File: src/rtl/ser9_parity_rx_pkg.sv
// Shared types and constants for the ser9 parity serial receiver.
// FSM encoding is 3 bits wide; a frame is start + 8 data + parity + stop.
package ser9_parity_rx_pkg;

    typedef enum logic [2:0] {
        ST_IDLE   = 3'd0,
        ST_START  = 3'd1,
        ST_DATA   = 3'd2,
        ST_PARITY = 3'd3,
        ST_STOP   = 3'd4
    } rx_state_e;

    localparam int FRAME_BITS = 11;
    localparam int DATA_BITS  = 8;

endpackage

File: src/rtl/ser9_baud_gen.sv
// Free-running bit-period counter with synchronous clear.
// mid_tick marks half a bit after a clear, bit_tick marks each full bit period.
module ser9_baud_gen #(
    parameter int CLKS_PER_BIT = 16
) (
    input  logic clk,
    input  logic rst,
    input  logic clr_i,
    output logic mid_tick_o,
    output logic bit_tick_o
);

    localparam int W = $clog2(CLKS_PER_BIT);
    localparam logic [W-1:0] MID_CNT = W'(CLKS_PER_BIT / 2 - 1);
    localparam logic [W-1:0] BIT_CNT = W'(CLKS_PER_BIT - 1);

    logic [W-1:0] cnt_q, cnt_d;

    always_comb begin
        cnt_d = cnt_q + W'(1);
        if (clr_i || cnt_q == BIT_CNT) cnt_d = '0;
    end

    always_ff @(posedge clk) begin
        if (rst) cnt_q <= '0;
        else     cnt_q <= cnt_d;
    end

    assign mid_tick_o = (cnt_q == MID_CNT);
    assign bit_tick_o = (cnt_q == BIT_CNT);

endmodule

File: src/rtl/ser9_xor9_tree.sv
// 9-input XOR reduction tree: three 3-input XORs folded by a final 3-input XOR.
module ser9_xor9_tree (
    input  logic [8:0] a,
    output logic       y
);

    logic [2:0] lvl1;

    assign lvl1[0] = a[0] ^ a[1] ^ a[2];
    assign lvl1[1] = a[3] ^ a[4] ^ a[5];
    assign lvl1[2] = a[6] ^ a[7] ^ a[8];
    assign y       = lvl1[0] ^ lvl1[1] ^ lvl1[2];

endmodule

File: src/rtl/ser9_parity_rx.sv
// Serial frame receiver: deserialises {parity, data} into the XOR tree and
// presents the byte with parity/framing/overrun flags on a valid/ready port.
module ser9_parity_rx
    import ser9_parity_rx_pkg::*;
#(
    parameter int CLKS_PER_BIT = 16,
    parameter bit ODD_PARITY   = 1'b1,
    parameter int ERR_CNT_W    = 8
) (
    input  logic                 clk,
    input  logic                 rst,
    input  logic                 rxd,
    output logic [7:0]           rx_data,
    output logic                 rx_valid,
    input  logic                 rx_ready,
    output logic                 par_err,
    output logic                 frm_err,
    output logic                 ovr_err,
    output logic [ERR_CNT_W-1:0] err_count
);

    logic sync1_q, sync2_q, rxd_s;
    rx_state_e state_q, state_d;
    logic [2:0] bit_cnt_q, bit_cnt_d;
    logic [8:0] shift_q, shift_d;
    logic [7:0] data_q, data_d;
    logic valid_q, valid_d, perr_q, perr_d, ferr_q, ferr_d, ovr_q, ovr_d;
    logic [ERR_CNT_W-1:0] cnt_q, cnt_d;
    logic baud_clr, mid_tick, bit_tick, commit, xor_y, par_bad, cnt_inc;

    assign rxd_s = sync2_q;

    ser9_baud_gen #(.CLKS_PER_BIT(CLKS_PER_BIT)) u_baud (
        .clk        (clk),
        .rst        (rst),
        .clr_i      (baud_clr),
        .mid_tick_o (mid_tick),
        .bit_tick_o (bit_tick)
    );

    ser9_xor9_tree u_xor (
        .a (shift_q),
        .y (xor_y)
    );

    assign par_bad = (xor_y != ODD_PARITY);

    always_comb begin
        state_d   = state_q;
        bit_cnt_d = bit_cnt_q;
        shift_d   = shift_q;
        baud_clr  = 1'b0;
        commit    = 1'b0;
        case (state_q)
            ST_IDLE: if (!rxd_s) begin
                state_d  = ST_START;
                baud_clr = 1'b1;
            end
            // Re-clearing at mid-start aligns every later bit_tick to mid-bit.
            ST_START: if (mid_tick) begin
                if (rxd_s) begin
                    state_d = ST_IDLE;
                end else begin
                    state_d   = ST_DATA;
                    baud_clr  = 1'b1;
                    bit_cnt_d = '0;
                end
            end
            ST_DATA: if (bit_tick) begin
                shift_d   = {rxd_s, shift_q[8:1]};
                bit_cnt_d = bit_cnt_q + 3'd1;
                if (bit_cnt_q == 3'(DATA_BITS - 1)) state_d = ST_PARITY;
            end
            ST_PARITY: if (bit_tick) begin
                shift_d = {rxd_s, shift_q[8:1]};
                state_d = ST_STOP;
            end
            ST_STOP: if (bit_tick) begin
                commit  = 1'b1;
                state_d = ST_IDLE;
            end
            default: state_d = ST_IDLE;
        endcase
    end

    always_comb begin
        data_d  = data_q;
        valid_d = valid_q;
        perr_d  = perr_q;
        ferr_d  = ferr_q;
        ovr_d   = 1'b0;
        cnt_inc = 1'b0;
        if (valid_q && rx_ready) valid_d = 1'b0;
        // A commit on the accept edge wins over the clear above.
        if (commit) begin
            if (!valid_q || rx_ready) begin
                data_d  = shift_q[7:0];
                perr_d  = par_bad;
                ferr_d  = ~rxd_s;
                valid_d = 1'b1;
                cnt_inc = par_bad | ~rxd_s;
            end else begin
                ovr_d   = 1'b1;
                cnt_inc = 1'b1;
            end
        end
        cnt_d = (cnt_inc && cnt_q != '1) ? cnt_q + ERR_CNT_W'(1) : cnt_q;
    end

    always_ff @(posedge clk) begin
        if (rst) begin
            sync1_q   <= 1'b1;
            sync2_q   <= 1'b1;
            state_q   <= ST_IDLE;
            bit_cnt_q <= '0;
            shift_q   <= '0;
            data_q    <= '0;
            valid_q   <= 1'b0;
            perr_q    <= 1'b0;
            ferr_q    <= 1'b0;
            ovr_q     <= 1'b0;
            cnt_q     <= '0;
        end else begin
            sync1_q   <= rxd;
            sync2_q   <= sync1_q;
            state_q   <= state_d;
            bit_cnt_q <= bit_cnt_d;
            shift_q   <= shift_d;
            data_q    <= data_d;
            valid_q   <= valid_d;
            perr_q    <= perr_d;
            ferr_q    <= ferr_d;
            ovr_q     <= ovr_d;
            cnt_q     <= cnt_d;
        end
    end

    assign rx_data   = data_q;
    assign rx_valid  = valid_q;
    assign par_err   = perr_q;
    assign frm_err   = ferr_q;
    assign ovr_err   = ovr_q;
    assign err_count = cnt_q;

endmodule
File: config.mk
export PLATFORM = sky130hd
export DESIGN_NAME = ser9_parity_rx
export DESIGN_NICKNAME = d
export VERILOG_FILES = /design/src/rtl/ser9_parity_rx_pkg.sv /design/src/rtl/ser9_baud_gen.sv /design/src/rtl/ser9_xor9_tree.sv /design/src/rtl/ser9_parity_rx.sv
export SDC_FILE = /design/constraint.sdc
export NUM_CORES = 1
export LEC_CHECK = 0
export ABC_AREA = 0
export CELL_PAD_IN_SITES_DETAIL_PLACEMENT = 1
export CELL_PAD_IN_SITES_GLOBAL_PLACEMENT = 2
export CORE_ASPECT_RATIO = 1.5
export CORE_UTILIZATION = 25
export DETAILED_ROUTE_END_ITERATION = 6
export HOLD_SLACK_MARGIN = 0.02
export PLACE_DENSITY_LB_ADDON = 0.25
export SYNTH_ARGS = -nofsm -noshare
export SYNTH_HDL_FRONTEND = slang
export SYNTH_SLANG_ARGS = --single-unit
File: constraint.sdc
create_clock -name clk -period 4.28 [get_ports clk]
set_input_delay 0.428 -clock clk [delete_from_list [all_inputs] [get_ports clk]]
set_output_delay 0.428 -clock clk [all_outputs]
set_load 0.05 [all_outputs]
==> impl_metrics.json <==
{
  "end_kind": "flip-flop",
  "wl_per_cell_um": 12.7,
  "cts_root_buffer": "clkbuf_8",
  "wl_um": 4160,
  "cp.arrival_ns": 2.50,
  "ios": 24,
  "power_per_cell_area_nw_per_um2": 306,
  "switching_share": 0.218,
  "final_nets": 237,
  "final_cell_mix": "41 x dfxtp_1, 29 x nand2_1, 23 x nor2_1, 23 x clkdlybuf4s50_1, 16 x a21oi_1",
  "synth-xor-area-share": 0.0483,
  "internal_power_w": 0.000539,
  "rsz0062_at_grt": "no",
  "syn-num-nets": 216,
  "hold_viol": 0,
  "cts_setup_buffers": 0,
  "maxCapViolations": 0,
  "grtUsageTotal": 0.123,
  "cts_buffers": 5,
  "p_sw_w": 0.000151,
  "tns_ns": 0,
  "synth_compound_gate_area_share": 0.106,
  "hold_depth": 1,
  "synthSimpleGateAreaFrac": 0.254,
  "start_util": 0.263,
  "drive_gt1_frac": 0.0870,
  "synth_top_family_by_area": "simple AND/OR/NAND/NOR gates",
  "rrSetupSlack_ns": 1.96,
  "drc": 0,
  "synth.distinct_cells": 41,
  "grt_max_degree": 41,
  "antenna_found_initial": 0,
  "seq_power_share": 0.564,
  "clkTransAtPathRegs_ns": 0.08,
  "max_freq_mhz": 431,
  "coreArea_um2": 6990,
  "die_area_um2": 7710,
  "postCtsHoldBufs": 0,
  "clock_latency_ns": 0.29,
  "final_common_cell": "dfxtp_1",
  "r2r.worst_path.cells": 5,
  "antennaDiodeCount": 0,
  "yosysSeqAreaShare": 0.447,
  "ir_worst_vdd_mv": 0.130,
  "numClockSinks": 41,
  "synth_seq_cells": 41,
  "placed_area_um2": 2150,
  "slew_headroom": 0.328,
  "rows": 37,
  "routed_via_density": 4.57,
  "clock_tree.buffer_depth": 2,
  "worstSetupPathType": "reg -> reg",
  "ant_nets": 0,
  "fin_area_um2": 2260,
  "drt-pass1-iter-count": 4,
  "grt-ovfl-total": 0,
  "p_clk_frac": 0.407,
  "p_leak_nw": 0.884,
  "first_global_vias": 1497,
  "slew_viol_final": 0,
  "synth.cell_area_um2": 1840,
  "r2r_end": "err_count[0]",
  "grt_pass1_wl_um": 7340,
  "vias": 1496,
  "synth-warning-count": 0,
  "setup_viol": 0,
  "cp-start-kind": "flip-flop",
  "synth_cells": 208,
  "fin_crit_sh": 0.542,
  "comb_power_share": 0.029,
  "synth_fa_ha_area_frac": 0.0272,
  "ctsResizeCount": 0,
  "min_from": "sync1_q",
  "die_w_um": 72.0,
  "port_buffers": 23,
  "path_max_fanout": 11,
  "synth.mux.area_fraction": 0.0844,
  "syn_area_per_cell_um2": 8.84,
  "reg2reg_from": "shift_q[2]",
  "cp.required_ns": 4.46,
  "worstMarginPinSlew_ns": 1.00,
  "cts_tree": "done",
  "htreeDepth": 2,
  "status": "finished, final reports clean",
  "first_iter_violations": 49,
  "dp_cells": 319,
  "stdcell_count": 327,
  "die_h_um": 107,
  "gp_congestion": 0.720,
  "period_minus_slack_ns": 2.32,
  "hold_end": "rxd_s",
  "worstHoldPathType": "reg -> reg",
  "finalClockSkew_ns": 0.00933,
  "place_hpwl_um": 2870,
  "area_delta_synth_final_pct": 22.7
}
-- metal layers --
layer,vias to the layer above,global-route usage,share of wire
met2,23,0.214,0.51
met1,712,0.140,0.43
met5,-,0,0
met3,6,0.0320,0.033
li1,755,-,-
met4,0,0.0504,0.019
-- flip-flops by register name, summed over array words and instances, names as in the netlist --
name          flops
bit_cnt_q         3
err_count         8
frm_err           1
ovr_err           1
par_err           1
rx_data           8
rx_valid          1
rxd_s             1
shift_q           9
state_q           3
sync1_q           1
u_baud.cnt_q      4
-- critical path, cell delays in order, from the launching register on --
cell	delay [ns]
dfxtp_1	0.40
xor2_1	0.16
xnor3_1	0.47
mux2i_1	0.72
nor2_2	0.13
mux2_4	0.32
-- area by class of cell --
| class | count | area [um2] |
|---|---|---|
| Timing Repair Buffer | 24 | 238 |
| Tap cell | 97 | 121 |
| Clock inverter | 1 | 5.00 |
| Inverter | 5 | 18.8 |
| Multi-Input combinational cell | 152 | 956 |
| Sequential cell | 41 | 821 |
| Clock buffer | 7 | 96.3 |
| Fill cell | 836 | 4730 |
-- through the flow --
stage	power, W	setup slack (ns)	hold WS (ns)	utilization
detailed placement	0.000419	1.76	0.412	0.308
finish	0.000690	1.96	0.433	0.323
floorplan	0.000411	2.06	0.389	-
global route	0.000723	1.70	0.461	0.323
global placement	0.000419	1.79	0.393	0.308
CTS	0.000708	1.90	0.432	0.323
-- cells in the mapped netlist --
| cell type | n | area share |
|---|---|---|
| or2_2 | 4 | 0.014 |
| nor2b_1 | 4 | 0.014 |
| nand2b_1 | 1 | 0.0034 |
| o21ai_0 | 5 | 0.014 |
| dfxtp_1 | 41 | 0.45 |
| ha_1 | 4 | 0.027 |
| clkbuf_1 | 7 | 0.014 |
| nand4_1 | 1 | 0.0034 |
| and3_1 | 3 | 0.010 |
| nor2_2 | 1 | 0.0034 |
| nand2_1 | 29 | 0.059 |
| a21oi_1 | 16 | 0.044 |
| or3_1 | 5 | 0.017 |
| o21a_1 | 1 | 0.0041 |
| nor3b_2 | 1 | 0.0068 |
| mux2i_1 | 11 | 0.060 |
| a22oi_1 | 3 | 0.012 |
| nor3_2 | 1 | 0.0054 |
| nor2_1 | 23 | 0.047 |
| a21o_1 | 1 | 0.0041 |
| xor2_1 | 1 | 0.0048 |
| mux2_4 | 3 | 0.025 |
| buf_2 | 1 | 0.0027 |
| xnor3_1 | 2 | 0.025 |
| nor4_1 | 3 | 0.010 |
| o31a_1 | 1 | 0.0048 |
| buf_4 | 1 | 0.0041 |
| nor4b_1 | 1 | 0.0048 |
| xnor2_1 | 4 | 0.019 |
| nand3b_1 | 1 | 0.0041 |
| inv_1 | 5 | 0.010 |
| o41a_1 | 1 | 0.0061 |
| nand3_1 | 8 | 0.022 |
| a31oi_1 | 2 | 0.0068 |
| nor3b_1 | 1 | 0.0041 |
| and2_1 | 2 | 0.0068 |
| a222oi_1 | 1 | 0.0054 |
| or4b_2 | 1 | 0.0054 |
| nor3_1 | 5 | 0.014 |
| o211a_1 | 1 | 0.0054 |
| buf_1 | 1 | 0.0020 |
-- power groups by stage --
stage	Clock, W	Combinational [W]	Sequential [W]
2_1_floorplan	0	0.0000148	0.000396
3_3_place_gp	0	0.0000202	0.000398
3_5_place_dp	0	0.0000205	0.000398
4_1_cts	0.000298	0.0000205	0.000389
5_1_grt	0.000310	0.0000230	0.000390
6_report	0.000281	0.0000198	0.000389
-- cell families after synthesis --
logic type               count (synthesis)
multiplexers                            14
XOR/XNOR                                 7
AO/OA/AOI/OAI                           32
AND/OR/NAND/NOR                         95
adder cells (fa/ha/maj)                  4
flip-flops                              41
buffers and inverters                   15
-- how the worst max path moves through the flow --
stage,from,to,cells after the start
floorplan,err_count[0],err_count[6],5
global placement,rx_ready,err_count[0],6
detailed placement,rx_ready,err_count[0],6
CTS,shift_q[2],err_count[0],5
global route,shift_q[2],err_count[0],5
finish,shift_q[2],err_count[0],5
Power figures use the tool's default switching activity.
==> variant 1, RTL diff (same flow settings) <==
Change the parameter `ERR_CNT_W` from 8 to 6.
--- a/src/rtl/ser9_parity_rx.sv
+++ b/src/rtl/ser9_parity_rx.sv
@@ -5,7 +5,7 @@
 #(
     parameter int CLKS_PER_BIT = 16,
     parameter bit ODD_PARITY   = 1'b1,
-    parameter int ERR_CNT_W    = 8
+    parameter int ERR_CNT_W    = 6
 ) (
     input  logic                 clk,
     input  logic                 rst,
Ports: changed (resized err_count); port bits go from 24 to 22. The function was not compared with the original's and may differ.
==> variant 1 against the original RTL <==
Combinational power down 12%. Synthesized area shrank 9.3%. Cell area down 9.7%. Non-clock buffer count fell by 2. Worst setup slack improved by 270 ps. Via count decreased by 11%. Global-route usage rose by 0.42 points. Sequential cell count is 2 lower. Clock skew fell by 3.0 ps. Largest power group unchanged. First-iteration DRC count up 20%. Wire length fell by 6.9%. Total power fell by 7.1%.
==> variant 1: results (changes against the original RTL) <==
Status
  – Status: complete, no violations

Setup path
  – Slowest stage cell, crit path: or4_1
  – Crit path largest cell delay: 520 ps (-200 ps)
  – Critical path peak fanout: 9 (-2)
  – Cell class contributing the biggest share of worst-path delay: XOR/XNOR gates
  – Critical Path AT: 2270 ps (-230 ps)

Layout
  – Share of layout cells above drive strength 1: 7.65% (-1.0 points)
  – Max FFs per register: 9 (unchanged)
  – Nets: 203 (-14%)
  – Diode count: 0 (unchanged)
  – Fillers: 768 (-8.1%)
  – Reg with most FFs: shift_q

Detailed routing
  – Via-to-Cell Ratio: 4.88 (+6.6%)
  – DR WL met3: 74 um (-46%)
  – Wirelength per Cell: 14.2 um (+12%)
  – Uppermost layer routed: met4
  – Routed wl met2: 2060 um (-3.8%)
  – Wire length on met1: 1670 um (-7.5%)
  – 1st-pass router iterations: 4 (unchanged)
  – DR iter-0 viols: 59 (+20%)
  – Via count: 1,327 (-11%)

Placement
  – DPL Wire Length: 2770 um (-3.3%)
  – # placed instances: 264 (-17%)
  – # port buffers: 21 (-8.7%)
  – RD Place Congestion: 0.756 (+5.0%)

Synth
  – Post-synth EDFFs: 0 (unchanged)
  – Compound-Gate Fraction of Synth Area: 9.45% (-1.2 points)
  – Syn_area_per_cell: 9.59 um2 (+8.5%)
  – Synth top area cells: dfxtp_1 (47%), mux2i_1 (11%), nor2_1 (6.5%)
  – XOR/XNOR share of the synthesized area: 6.45% (+1.6 points)
  – Async SR Flop Fraction: 0% (unchanged)
  – Synth top cells by count: dfxtp_1 (39), nor2_1 (29), mux2i_1 (19)
  – Post-synthesis adder-cell area fraction: 3.00% (+0.28 points)
  – Commonest register cell after synthesis: dfxtp_1
  – Sequential cell area fraction in the yosys report: 46.8% (+2.2 points)
  – Mux share of post-synthesis cell area: 12.9% (+4.5 points)
  – Yosys cell types: 38 (-7.3%)
  – Combinational family with the most area after synthesis: simple AND/OR/NAND/NOR gates
  – Synth Net Count: 182 (-16%)

STA
  – Clk_skew: 6.32 ps (-3.01 ps)
  – Actual slew at the worst max-slew pin: 685 ps (-315 ps)

Clock tree
  – Max Buffers Root-to-Sink: 2 (unchanged)
  – Clock Pin Slew Worst Setup and Hold Paths: 80 ps (about the same)
  – Post-CTS setup buffer count: 0 (unchanged)
  – Total CTS buffers: 5 (unchanged)
  – Insertion delay to the later sink of the worst-skew pair: 290 ps (about the same)
  – Root Buffer: clkbuf_8
  – Gates resized, CTS repair: 0 (unchanged)

Pwr
  – Leakage: 0.768 nW (-13%)
  – Maximum vdd ir drop: 0.113 mV (-14%)

GRT
  – Largest net degree at the start of global routing: 38 (-7.3%)
  – Vias in the first global route: 1,383 (-7.6%)
  – Initial antenna violation count: 0 (unchanged)
  – First-pass GRT wire length: 6640 um (-9.6%)
  – GRT Overall Usage: 12.7% (+0.42 points)

Worst hold path
  – Hold crit path type: reg -> reg
-- variant 1: path summary, 6_finish.rpt --
check,startpoint,endpoint,slack [ps],cells past startpoint
hold reg to reg,sync1_q,rxd_s,420,1
hold / removal,sync1_q,rxd_s,420,1
setup reg to reg,shift_q[0],err_count[3],2230,5
setup / recovery,shift_q[0],err_count[3],2230,5
-- variant 1: area by class of cell --
cell class	instances	area share, %
Timing Repair Buffer	22	10.7
Clock buffer	5	3.38
Tap cell	76	4.67
Sequential cell	39	38.3
Multi-Input combinational cell	122	41.0
Clock inverter	3	0.983
Inverter	5	0.921
-- variant 1: worst reg2reg max path: cells and delay by family (launching register included) --
kind | cells | cell delay [ps]
AOI/OAI and AO/OA | 1 | 170
xor gates and xnor gates | 2 | 650
DFF | 1 | 390
muxes | 1 | 240
and+or+nand+nor | 1 | 520
-- variant 1: metal layers --
layer	track usage [%]	vias to the layer above
met5	0	-
met4	5.18	0
met3	3.01	5
met2	22.0	16
met1	14.5	658
li1	-	648
-- variant 1: power by group --
part	total (W)	internal (W)	switching (W)	leakage, nW
sequential	0.000370	0.000366	0.00000379	0.315
clock	0.000253	0.000114	0.000140	0.0402
combinational	0.0000174	0.00000742	0.00000996	0.412
-- variant 1: logic make-up (layout without fill, tap and decap cells) --
| logic type | Yosys count | count (layout) |
|---|---|---|
| buf+inv | 13 | 35 |
| simple gates | 63 | 63 |
| fa+ha+maj | 4 | 4 |
| flops | 39 | 39 |
| compound gates | 25 | 25 |
| xor+xnor | 9 | 9 |
| mux | 21 | 21 |
-- variant 1: through the flow --
stage          utilization [%]  instance area (um2)  power (W)  setup slack [ps]
2_1_floorplan                -                 1670   0.000390              2430
3_3_place_gp              30.0                 1950   0.000396              2180
3_5_place_dp              30.0                 1950   0.000397              2100
4_1_cts                   31.4                 2040   0.000653              2200
5_1_grt                   31.4                 2040   0.000674              2100
6_report                  31.4                 2040   0.000641              2230
==> variant 2, RTL diff (same flow settings) <==
Made on the original files. The 5 states of `rx_state_e` get a one-hot encoding in 5 bits.
--- a/src/rtl/ser9_parity_rx_pkg.sv
+++ b/src/rtl/ser9_parity_rx_pkg.sv
@@ -2,12 +2,12 @@
 // FSM encoding is 3 bits wide; a frame is start + 8 data + parity + stop.
 package ser9_parity_rx_pkg;
 
-    typedef enum logic [2:0] {
-        ST_IDLE   = 3'd0,
-        ST_START  = 3'd1,
-        ST_DATA   = 3'd2,
-        ST_PARITY = 3'd3,
-        ST_STOP   = 3'd4
+    typedef enum logic [4:0] {
+        ST_IDLE   = 5'b00001,
+        ST_START  = 5'b00010,
+        ST_DATA   = 5'b00100,
+        ST_PARITY = 5'b01000,
+        ST_STOP   = 5'b10000
     } rx_state_e;
 
     localparam int FRAME_BITS = 11;
Behaviour: same outputs for any inputs over 10 cycles, from zero or initial values and one cycle with rst high; not proved beyond that.
==> variant 2 against the original RTL <==
Hold slack worse by 18 ps. Wire length is 9.0% higher. Worst setup slack better by 180 ps. Synthesized area is 9.3% higher. Clock skew is 2.1 ps lower. Sequential cell count is 2 higher. Cell area is 11% higher. Critical endpoint unchanged.
Power is not compared: it rests on default switching activity, and its combinational part moved more than twofold at a synthesized area within 25%.
==> variant 2: results (changes against the original RTL) <==
Status
  – Status: complete, no violations

GRT
  – Initial antenna violation count: 0 (unchanged)
  – First-pass GRT wire length: 7730 um (+5.3%)
  – GRT Overall Usage: 12.1% (-0.18 points)
  – Vias in the first global route: 1,595 (+6.5%)

Clock tree
  – Root Buffer: clkbuf_16
  – Post-CTS setup buffer count: 0 (unchanged)
  – Clock Pin Slew Worst Setup and Hold Paths: 60 ps (-20 ps)
  – Total CTS buffers: 5 (unchanged)
  – Max Buffers Root-to-Sink: 2 (unchanged)

Detailed routing
  – Via-to-Cell Ratio: 4.61 (+0.75%)
  – DR iter-0 viols: 67 (+37%)
  – 1st-pass router iterations: 2 (-2)
  – Wirelength per Cell: 13.0 um (+2.4%)

STA
  – Clk_skew: 7.20 ps (-2.13 ps)
  – Tmin final: 2140 ps (-184 ps)
  – Relative slew slack: 56.8% (+24 points)

Synth
  – Sequential cell area fraction in the yosys report: 42.8% (-1.8 points)
  – Synth Net Count: 233 (+7.9%)
  – Synth top area cells: dfxtp_1 (43%), mux2i_1 (6.5%), nand2_1 (4.9%)
  – Yosys cell types: 40 (-2.4%)
  – Synth top cells by count: dfxtp_1 (43), nand2_1 (26), nor2_1 (22)
  – Yosys Warn Count: 0 (unchanged)

Setup path
  – Critical Path AT: 2310 ps (-190 ps)
  – Critical path peak fanout: 11 (unchanged)
  – Slowest stage cell, crit path: mux2i_2
  – Worst R2R Start: shift_q[2]
  – Crit path largest cell delay: 560 ps (-160 ps)
  – Cell class contributing the biggest share of worst-path delay: multiplexers
  – Worst reg-to-reg path cell count: 5 (unchanged)
  – CP Launch Type: flip-flop
  – R2R Setup Slk: 2140 ps (+180 ps)

Layout
  – Share of layout cells above drive strength 1: 8.13% (-0.57 points)
  – Fillers: 916 (+9.6%)
  – Nets: 253 (+6.8%)
  – Diode count: 0 (unchanged)

Placement
  – RD Place Congestion: 0.777 (+7.8%)
  – DP Worst Slack: 1980 ps (+222 ps)
  – DPL Wire Length: 3300 um (+15%)
==> variant 2: area by class of cell <==
| class | count | area share, % |
|---|---|---|
| Timing Repair Buffer | 24 | 9.52 |
| Sequential cell | 43 | 34.5 |
| Clock inverter | 2 | 1.40 |
| Multi-Input combinational cell | 168 | 43.5 |
| Inverter | 3 | 0.451 |
| Tap cell | 102 | 5.11 |
| Clock buffer | 6 | 5.56 |
==> variant 2: worst min-delay path by stage <==
stage                       start    end
after floorplan           sync1_q  rxd_s
after global placement    sync1_q  rxd_s
after detailed placement  sync1_q  rxd_s
after CTS                 sync1_q  rxd_s
after global routing      sync1_q  rxd_s
final                     sync1_q  rxd_s
==> variant 2: kinds of logic after synthesis <==
group | Yosys count | share of synthesized area, %
AND/OR/NAND/NOR | 99 | 24.7
flip-flops | 43 | 42.8
AO/OA/AOI/OAI | 38 | 11.6
multiplexers | 17 | 9.40
buffers and inverters | 14 | 3.18
XOR/XNOR | 10 | 5.79
adder cells (fa/ha/maj) | 4 | 2.49
==> variant 2: report_power, final <==
group / internal, W / switching, W / total [W]
registers: 0.000419 / 0.0000237 / 0.000443
logic: 0.0000553 / 0.0000726 / 0.000128
clock network: 0.000290 / 0.000155 / 0.000445
==> variant 2: per-stage QoR <==
step,cells,hold WS (ps),util [%],area (um2)
finish,348,415,32.4,2500
global route,348,430,32.4,2500
CTS,348,422,32.4,2500
detailed placement,340,407,30.1,2320
global placement,340,394,30.1,2320
floorplan,225,389,-,2010
==> variant 2: per-layer routing <==
layer | vias up | routed length [um] | GRT usage [%]
li1 | 824 | - | -
met1 | 755 | 1980 | 13.9
met2 | 18 | 2360 | 21.0
met3 | 7 | 98 | 2.44
met5 | - | 0 | 0
met4 | 0 | 93 | 5.19
